**src/rtl/div_unit.sv**
```systemverilog
`default_nettype none
// ============================================================================
// Module   : div_unit
// Brief    : Multi-cycle restoring divider (DIV/DIVU), one quotient bit per
//            cycle, result {hi = remainder, lo = quotient}.
// Revision : 1.0 - initial release
// ============================================================================
module div_unit #(
    parameter int WIDTH = 32
) (
    input  logic                 clk,
    input  logic                 rst,
    input  logic                 start,
    input  logic                 signed_div,
    input  logic                 annul,
    input  logic [WIDTH-1:0]     a,
    input  logic [WIDTH-1:0]     b,
    output logic                 busy,
    output logic                 ready,
    output logic [2*WIDTH-1:0]   result
);

    localparam int         CW   = $clog2(WIDTH);
    localparam logic [1:0] IDLE = 2'd0;
    localparam logic [1:0] RUN  = 2'd1;
    localparam logic [1:0] DONE = 2'd2;

    logic [1:0]         state_q,  state_d;
    logic [CW-1:0]      count_q,  count_d;
    logic [WIDTH-1:0]   rem_q,    rem_d;
    logic [WIDTH-1:0]   quo_q,    quo_d;
    logic [WIDTH-1:0]   dvs_q,    dvs_d;
    logic               negq_q,   negq_d;
    logic               negr_q,   negr_d;
    logic [2*WIDTH-1:0] result_q, result_d;

    logic [WIDTH-1:0]   abs_a;
    logic [WIDTH-1:0]   abs_b;
    logic [WIDTH:0]     trial;
    logic               no_borrow;
    logic [WIDTH-1:0]   step_rem;
    logic [WIDTH-1:0]   step_quo;
    logic [WIDTH-1:0]   fix_rem;
    logic [WIDTH-1:0]   fix_quo;

    // Magnitudes; the most negative value maps onto itself and is then
    // treated as an unsigned magnitude by the datapath.
    assign abs_a = (signed_div && a[WIDTH-1]) ? -a : a;
    assign abs_b = (signed_div && b[WIDTH-1]) ? -b : b;

    // One restoring step on the left-shifted {rem, quo} pair.
    assign trial     = {rem_q, quo_q[WIDTH-1]} - {1'b0, dvs_q};
    assign no_borrow = ~trial[WIDTH];
    assign step_rem  = no_borrow ? trial[WIDTH-1:0] : {rem_q[WIDTH-2:0], quo_q[WIDTH-1]};
    assign step_quo  = {quo_q[WIDTH-2:0], no_borrow};
    assign fix_rem   = negr_q ? -step_rem : step_rem;
    assign fix_quo   = negq_q ? -step_quo : step_quo;

    always_comb begin
        state_d  = state_q;
        count_d  = count_q;
        rem_d    = rem_q;
        quo_d    = quo_q;
        dvs_d    = dvs_q;
        negq_d   = negq_q;
        negr_d   = negr_q;
        result_d = result_q;
        busy     = 1'b0;
        case (state_q)
            IDLE: begin
                if (start && !annul) begin
                    busy    = 1'b1;
                    rem_d   = '0;
                    quo_d   = abs_a;
                    dvs_d   = abs_b;
                    count_d = '0;
                    negq_d  = signed_div & (a[WIDTH-1] ^ b[WIDTH-1]);
                    negr_d  = signed_div & a[WIDTH-1];
                    if (b == '0) begin
                        state_d  = DONE;
                        result_d = {a, {WIDTH{1'b1}}};
                    end else begin
                        state_d  = RUN;
                    end
                end
            end
            RUN: begin
                busy = 1'b1;
                if (annul) begin
                    state_d = IDLE;
                end else begin
                    rem_d   = step_rem;
                    quo_d   = step_quo;
                    count_d = count_q + CW'(1);
                    if (count_q == CW'(WIDTH-1)) begin
                        state_d  = DONE;
                        result_d = {fix_rem, fix_quo};
                    end
                end
            end
            DONE:    state_d = IDLE;
            default: state_d = IDLE;
        endcase
    end

    always_ff @(posedge clk or negedge rst) begin
        if (!rst) begin
            state_q  <= IDLE;
            count_q  <= '0;
            rem_q    <= '0;
            quo_q    <= '0;
            dvs_q    <= '0;
            negq_q   <= 1'b0;
            negr_q   <= 1'b0;
            result_q <= '0;
        end else begin
            state_q  <= state_d;
            count_q  <= count_d;
            rem_q    <= rem_d;
            quo_q    <= quo_d;
            dvs_q    <= dvs_d;
            negq_q   <= negq_d;
            negr_q   <= negr_d;
            result_q <= result_d;
        end
    end

    // A cancel arriving in the completion cycle suppresses the pulse.
    assign ready  = (state_q == DONE) && !annul;
    assign result = result_q;

endmodule
`default_nettype wire

```
**config.mk**
```make
export PLATFORM = sky130hd
export DESIGN_NAME = div_unit
export DESIGN_NICKNAME = d
export VERILOG_FILES = /design/src/rtl/div_unit.sv
export SDC_FILE = /design/constraint.sdc
export NUM_CORES = 1
export LEC_CHECK = 0
export BUFFER_PORTS_ARGS = -buffer_cell sky130_fd_sc_hd__clkbuf_2
export CAP_MARGIN = 20
export CORE_MARGIN = 2
export CORE_UTILIZATION = 50
export DETAILED_ROUTE_END_ITERATION = 10
export PLACE_DENSITY = 0.7
export SETUP_SLACK_MARGIN = 0.05
export SYNTH_ARGS = -nofsm -noshare
export SYNTH_HDL_FRONTEND = slang
export SYNTH_SLANG_ARGS = --single-unit
```
**constraint.sdc**
```tcl
create_clock -name clk -period 6.35 [get_ports clk]
set_clock_uncertainty 0.15 [all_clocks]
set_input_delay 0.635 -clock clk [delete_from_list [all_inputs] [get_ports clk]]
set_output_delay 0.635 -clock clk [all_outputs]
set_load 0.005 [all_outputs]
```
# Word-level counts from Yosys, hierarchy flattened
# Index checks and enable logic that the tools add are counted.
[totals]
memories = 0
ff_bits = 169
latchBits = 0
rom_bits = 0
wordCells = 64
ramBits = 0
out_inout_bits = 66
[classes]
n_mul = 0
muxes = 26
n_shift = 0
addsub = 6
n_div = 0
bitwise = 4
n_eq_ne = 8
reduce_logical = 12
order_cmp = 0
[ops]
columns = ["operator", "n"]
rows = [
  ["$mux W32", 9],
  ["$mux W64", 4],
  ["$neg A32 Y32", 4],
  ["$pmux W32 S2", 2],
  ["$pmux W64 S2", 1],
  ["$sub A33 B32 Y33", 1],
  ["$logic_not A32 Y1", 1],
  ["$mux W5", 2],
  ["$pmux W5 S2", 1],
  ["$mux W2", 4],
  ["$ne A2 B2 Y1 const B", 4],
  ["$add A5 B1 Y5 const B", 1],
  ["$eq A5 B5 Y1 const B", 1],
  ["$reduce_and A5 Y1", 1],
  ["$logic_and A1 B1 Y1", 4],
  ["$pmux W2 S2", 1],
  ["$reduce_and A2 Y1", 2],
  ["$ne A3 B3 Y1 const B", 1],
  ["$reduce_and A3 Y1", 1],
  ["$and A1 B1 Y1", 2],
  ["$eq A2 B1 Y1 const B", 1],
  ["$eq A2 B2 Y1 const B", 1],
  ["$logic_not A2 Y1", 1],
  ["$pmux W1 S2", 1],
  ["other kinds (5)", 5],
]

# Longest topological paths before layout
[depth]
word_depth = 7
depth_mapped = 25
depth_no_buf = 22

# Least setup slack after synthesis
# No wires, ideal clock.
[synth_timing]
path_type = "reg2reg"
startpoint = "register quo_q[31]"
endpoint = "register result_q[58] (netlist: result[58])"
setup_time_ps = 87
stages_incl_launch_ff = 25
arrival_time_ps = 5086
path_buffers = 3
path_slack_ps = 1028
path_cell_list = "dfrtp_1 -> inv_1 -> ha_1 -> inv_1 -> fa_1 -> a211oi_1 -> o211ai_1 -> nand4_1 -> nand4_1 -> and3_1 -> clkbuf_1 -> nor2_1 -> inv_2 -> clkbuf_1 -> clkbuf_1 -> mux2i_1 -> ha_1 -> nand3b_1 -> or3_1 -> or2_2 -> o32ai_1 -> nand3_1 -> o21a_1 -> xor2_1 -> o211ai_1"
[synth_via]
elab_chain_len = 7
[synth_lines]
columns = ["element", "line", "text"]
rows = [
  ["start: declaration", "31", "logic [WIDTH-1:0] quo_q, quo_d;"],
  ["start signal: assignment", "120", "quo_q <= quo_d;"],
  ["$sub A33 B32 Y33", "52", "assign trial = {rem_q, quo_q[WIDTH-1]} - {1'b0, dvs_q};"],
  ["$mux W32 (*)", "54", "assign step_rem = no_borrow ? trial[WIDTH-1:0] : {rem_q[WIDTH-2:0], quo_q[WIDTH-1]};"],
  ["$neg A32 Y32", "56", "assign fix_rem = negr_q ? -step_rem : step_rem;"],
  ["$mux W32 (*)", "56", ""],
  ["$mux W64 (*)", "95", "if (count_q == CW'(WIDTH-1)) begin"],
  ["$mux W64 (*)", "89", "if (annul) begin"],
  ["$pmux W64 S2 (*)", "69", "case (state_q)"],
  ["end signal: assignment", "124", "result_q <= result_d;"],
  ["end: declaration", "35", "logic [2*WIDTH-1:0] result_q, result_d;"],
]
# Mark *: on every way between the ends. The rest lies on a longest branch, timed or not. The select of a mux whose other input is x is not followed.
# A chain may end at the register's enable or synchronous reset.

# Final worst setup path
[layout_timing]
startpoint = "register quo_q[31]"
endpoint = "register result_q[62] (netlist: result[62])"
# The elaborated chain is that of the path after synthesis.

==> flow_summary.toml <==
[outcome]
outcome = "complete, no violations"

[setup_path]
worst_ep_arrival_time_ns = 5.56
required_ns = 6.49
reg2reg_from = "quo_q[31]"
end_kind = "flip-flop"
worstPathMaxFanout = 9
r2r_end = "result[62]"
critPathKind = "flip-flop to flip-flop"
rrSetupSlack_ns = 0.93
rr_worst_depth = 21
cp-start-kind = "flip-flop"

[logic_synthesis]
synth_area_per_cell_um2 = 7.942
synth_ff_type = "dfrtp_1"
yosysSeqAreaShare_pct = 34.62
syn-instance-count = 1538
ys_warn_count = 0
synth_edf_count = 0
synthArstFlopShare_pct = 100.0
netlist_area_mm2 = 0.01222
syn_nets = 1646
synth_cell_types = 71
ys_ff_latch = 169

[floorplanning]
start_util_pct = 50.53
dieArea_mm2 = 0.02570
core-area_mm2 = 0.02418
io_pins = 135
die_y_um = 160.3
rows = 57
die_w_um = 160.3

[layout]
fill_cells = 2269
nets = 1725
drive_gt1_share_pct = 12.64
syn2layout_area_growth_pct = 12.07
antenna_cells = 0

[place]
place_congestion = 0.8997
port_buffers = 134
pre_cts_ws_ns = 1.002
dpl.hpwl_um = 25440

[clocking]
cts.repair.resized = 0
cts_buffers = 17
ctsHoldBuffers = 0
clk_pin_slew_worst_paths_ns = 0.08
htree_levels = 4
cts-root-buf = "clkbuf_16"
max-clock-path-buffers = 2
clock-sinks = 169
cts_tree = "yes"
postCtsSetupRepairBufs = 0
clk_latency_ns = 0.44

[pwr]
p_comb_share_pct = 29.2
power_frac_seq_pct = 38.9
p_clk_share_pct = 31.9
p_sw_share_pct = 37.07
power.switching_w = 0.001222
vdd_drop_max_v = 0.0001457
p_per_area_mw_per_mm2 = 240.7
intPower_w = 0.002074
p_leak_nw = 6.017

[global_route]
grt_max_degree = 95
grt-ovfl-total = 0
grt_pass1_wl_um = 55420
grt_pass1_vias = 10686
antenna_found_initial = 0
grt_usage_pct = 26.39

[timing]
grt_setup_unrepaired = "false"
setup-violations-final = 0
min_period_ns = 5.423
finalSetupTns_ns = 0
post-route-period-util_pct = 85.40
worst_pin_slew_ns = 1.019
finalWorstSetupSlack_ns = 0.9271
fmax_mhz = 184.4
drv_slew = 0
hold_viol = 0
slew_headroom_pct = 32.05

[detailed_routing]
wl_per_cell_um = 17.23
drt-total-wl_um = 33660
drt_iter0_markers = 780
via_per_inst = 5.827
firstDrtPassIters = 5
vias = 11386
drc = 0
ant_nets = 0

[job]
cap_viol_max_count = 0

[hold_path]
hold_class = "input port to asynchronous set/reset pin"
cells in the final DEF, fill, tap and decap left out, types with 6 or more instances in the layout:
| cell type | instances |
|---|---|
| a211oi_1 | 12 |
| or4_1 | 12 |
| nor2_1 | 127 |
| nor2b_1 | 6 |
| o21a_1 | 6 |
| a21boi_0 | 7 |
| nor4_1 | 24 |
| nand3_1 | 31 |
| a21oi_1 | 121 |
| buf_4 | 15 |
| ha_1 | 38 |
| xor2_1 | 58 |
| mux2i_1 | 25 |
| inv_8 | 6 |
| a31oi_1 | 33 |
| clkbuf_2 | 133 |
| nor3_1 | 37 |
| and2_1 | 11 |
| o21ai_0 | 170 |
| nand2_1 | 218 |
| clkbuf_16 | 17 |
| xnor2_1 | 74 |
| a21o_1 | 11 |
| o22a_1 | 17 |
| o41ai_1 | 11 |
| o31ai_1 | 23 |
| and3_1 | 11 |
| nand4_1 | 11 |
| inv_1 | 50 |
| nand2b_1 | 8 |
| or3_1 | 14 |
| o211ai_1 | 17 |
| dfrtp_1 | 169 |
| o21bai_1 | 6 |
critical path, cell delays in order (launching register included):
cell and delay (ns):
dfrtp_1 0.41, inv_1 0.09, ha_1 0.19, inv_1 0.06, fa_1 0.42, a211oi_1 0.31
o211ai_1 0.21, nand4_1 0.21, nand4_1 0.19, and3_1 0.24, nor2_2 0.21, inv_2 0.12
a21oi_1 0.29, ha_1 0.27, nand2_1 0.09, nor4b_1 0.36, nand4b_1 0.18, o32ai_1 0.51
o211ai_1 0.21, o31ai_1 0.28, xnor2_1 0.17, o22ai_1 0.10
Yosys cell counts (12+ instances only):
master / n / area, µm²
nor4_1: 24 / 150.1
or3_1: 14 / 87.58
nor2_1: 129 / 484.2
o21ai_0: 170 / 850.8
a31oi_1: 33 / 206.5
a21oi_1: 121 / 605.6
inv_1: 51 / 191.4
mux2i_1: 25 / 250.2
xor2_1: 58 / 508.0
o31ai_1: 23 / 172.7
ha_1: 38 / 475.5
clkbuf_1: 86 / 322.8
o211ai_1: 17 / 127.6
or4_1: 12 / 90.09
nand2_1: 218 / 818.3
nand3_1: 31 / 155.2
o22a_1: 17 / 148.9
dfrtp_1: 169 / 4229
a211oi_1: 12 / 90.09
xnor2_1: 74 / 648.1
nor3_1: 37 / 185.2
area by class of cell:
| class | instances | area, µm² | share of cell area (%) |
|---|---|---|---|
| sequential | 169 | 4229 | 30.89 |
| clock buffer | 18 | 439.2 | 3.208 |
| inverter | 52 | 195.2 | 1.426 |
| tap | 324 | 405.4 | 2.961 |
| clock inverter | 14 | 150.1 | 1.097 |
| timing repair buffer | 149 | 789.5 | 5.767 |
| multi-input combinational | 1228 | 7481 | 54.65 |
metrics by stage:
| step | instance area, µm² | cells | utilization, % | hold slack (ns) | total power, W |
|---|---|---|---|---|---|
| after floorplan | 12220 | 1538 | - | 0.1894 | 0.001982 |
| after global placement | 13100 | 1922 | 54.18 | 0.3062 | 0.002242 |
| after detailed placement | 13100 | 1922 | 54.18 | 0.3203 | 0.002255 |
| after CTS | 13690 | 1954 | 56.62 | 0.07857 | 0.003304 |
| after global routing | 13690 | 1954 | 56.62 | 0.1144 | 0.003495 |
| final | 13690 | 1954 | 56.62 | 0.06169 | 0.003296 |
flip-flops by register name (all words and copies together) (netlist names):
register  flops
result       64
state_q       2
dvs_q        32
negr_q        1
count_q       5
negq_q        1
quo_q        32
rem_q        32
worst max path at each step:
stage | startpoint | end | slack, ns
floorplan | quo_q[31] | result[58] | 1.03
global placement | quo_q[31] | result[58] | 1.11
detailed placement | quo_q[31] | result[58] | 1.00
CTS | quo_q[31] | result[58] | 0.96
global route | quo_q[31] | result[60] | 0.59
finish | quo_q[31] | result[62] | 0.93
per-layer routing:
layer	vias to the layer above	share of wire [%]	track usage, %
met3	32	5.5	3.435
met1	5312	48	37.75
li1	5699	-	-
met4	0	1.3	5.856
met5	-	0	0
met2	343	46	42.98
cells by family after synthesis:
family / after synthesis / share of synthesized area, %
AOI/OAI and AO/OA: 489 / 24.76
DFF: 169 / 34.62
muxes: 26 / 2.141
adders and majority gates: 39 / 4.056
buffers and inverters: 141 / 4.333
xor gates and xnor gates: 132 / 9.464
and+or+nand+nor: 542 / 20.63
power groups by stage:
stage                     combinational (W)  clock (W)  sequential (W)
final                              0.000961    0.00105         0.00128
after global routing                0.00108    0.00111         0.00130
after CTS                          0.000955    0.00107         0.00128
after detailed placement           0.000952          0         0.00130
after global placement             0.000945          0         0.00130
after floorplan                    0.000725          0         0.00126
No activity file was read; power rests on OpenSTA's default activity.
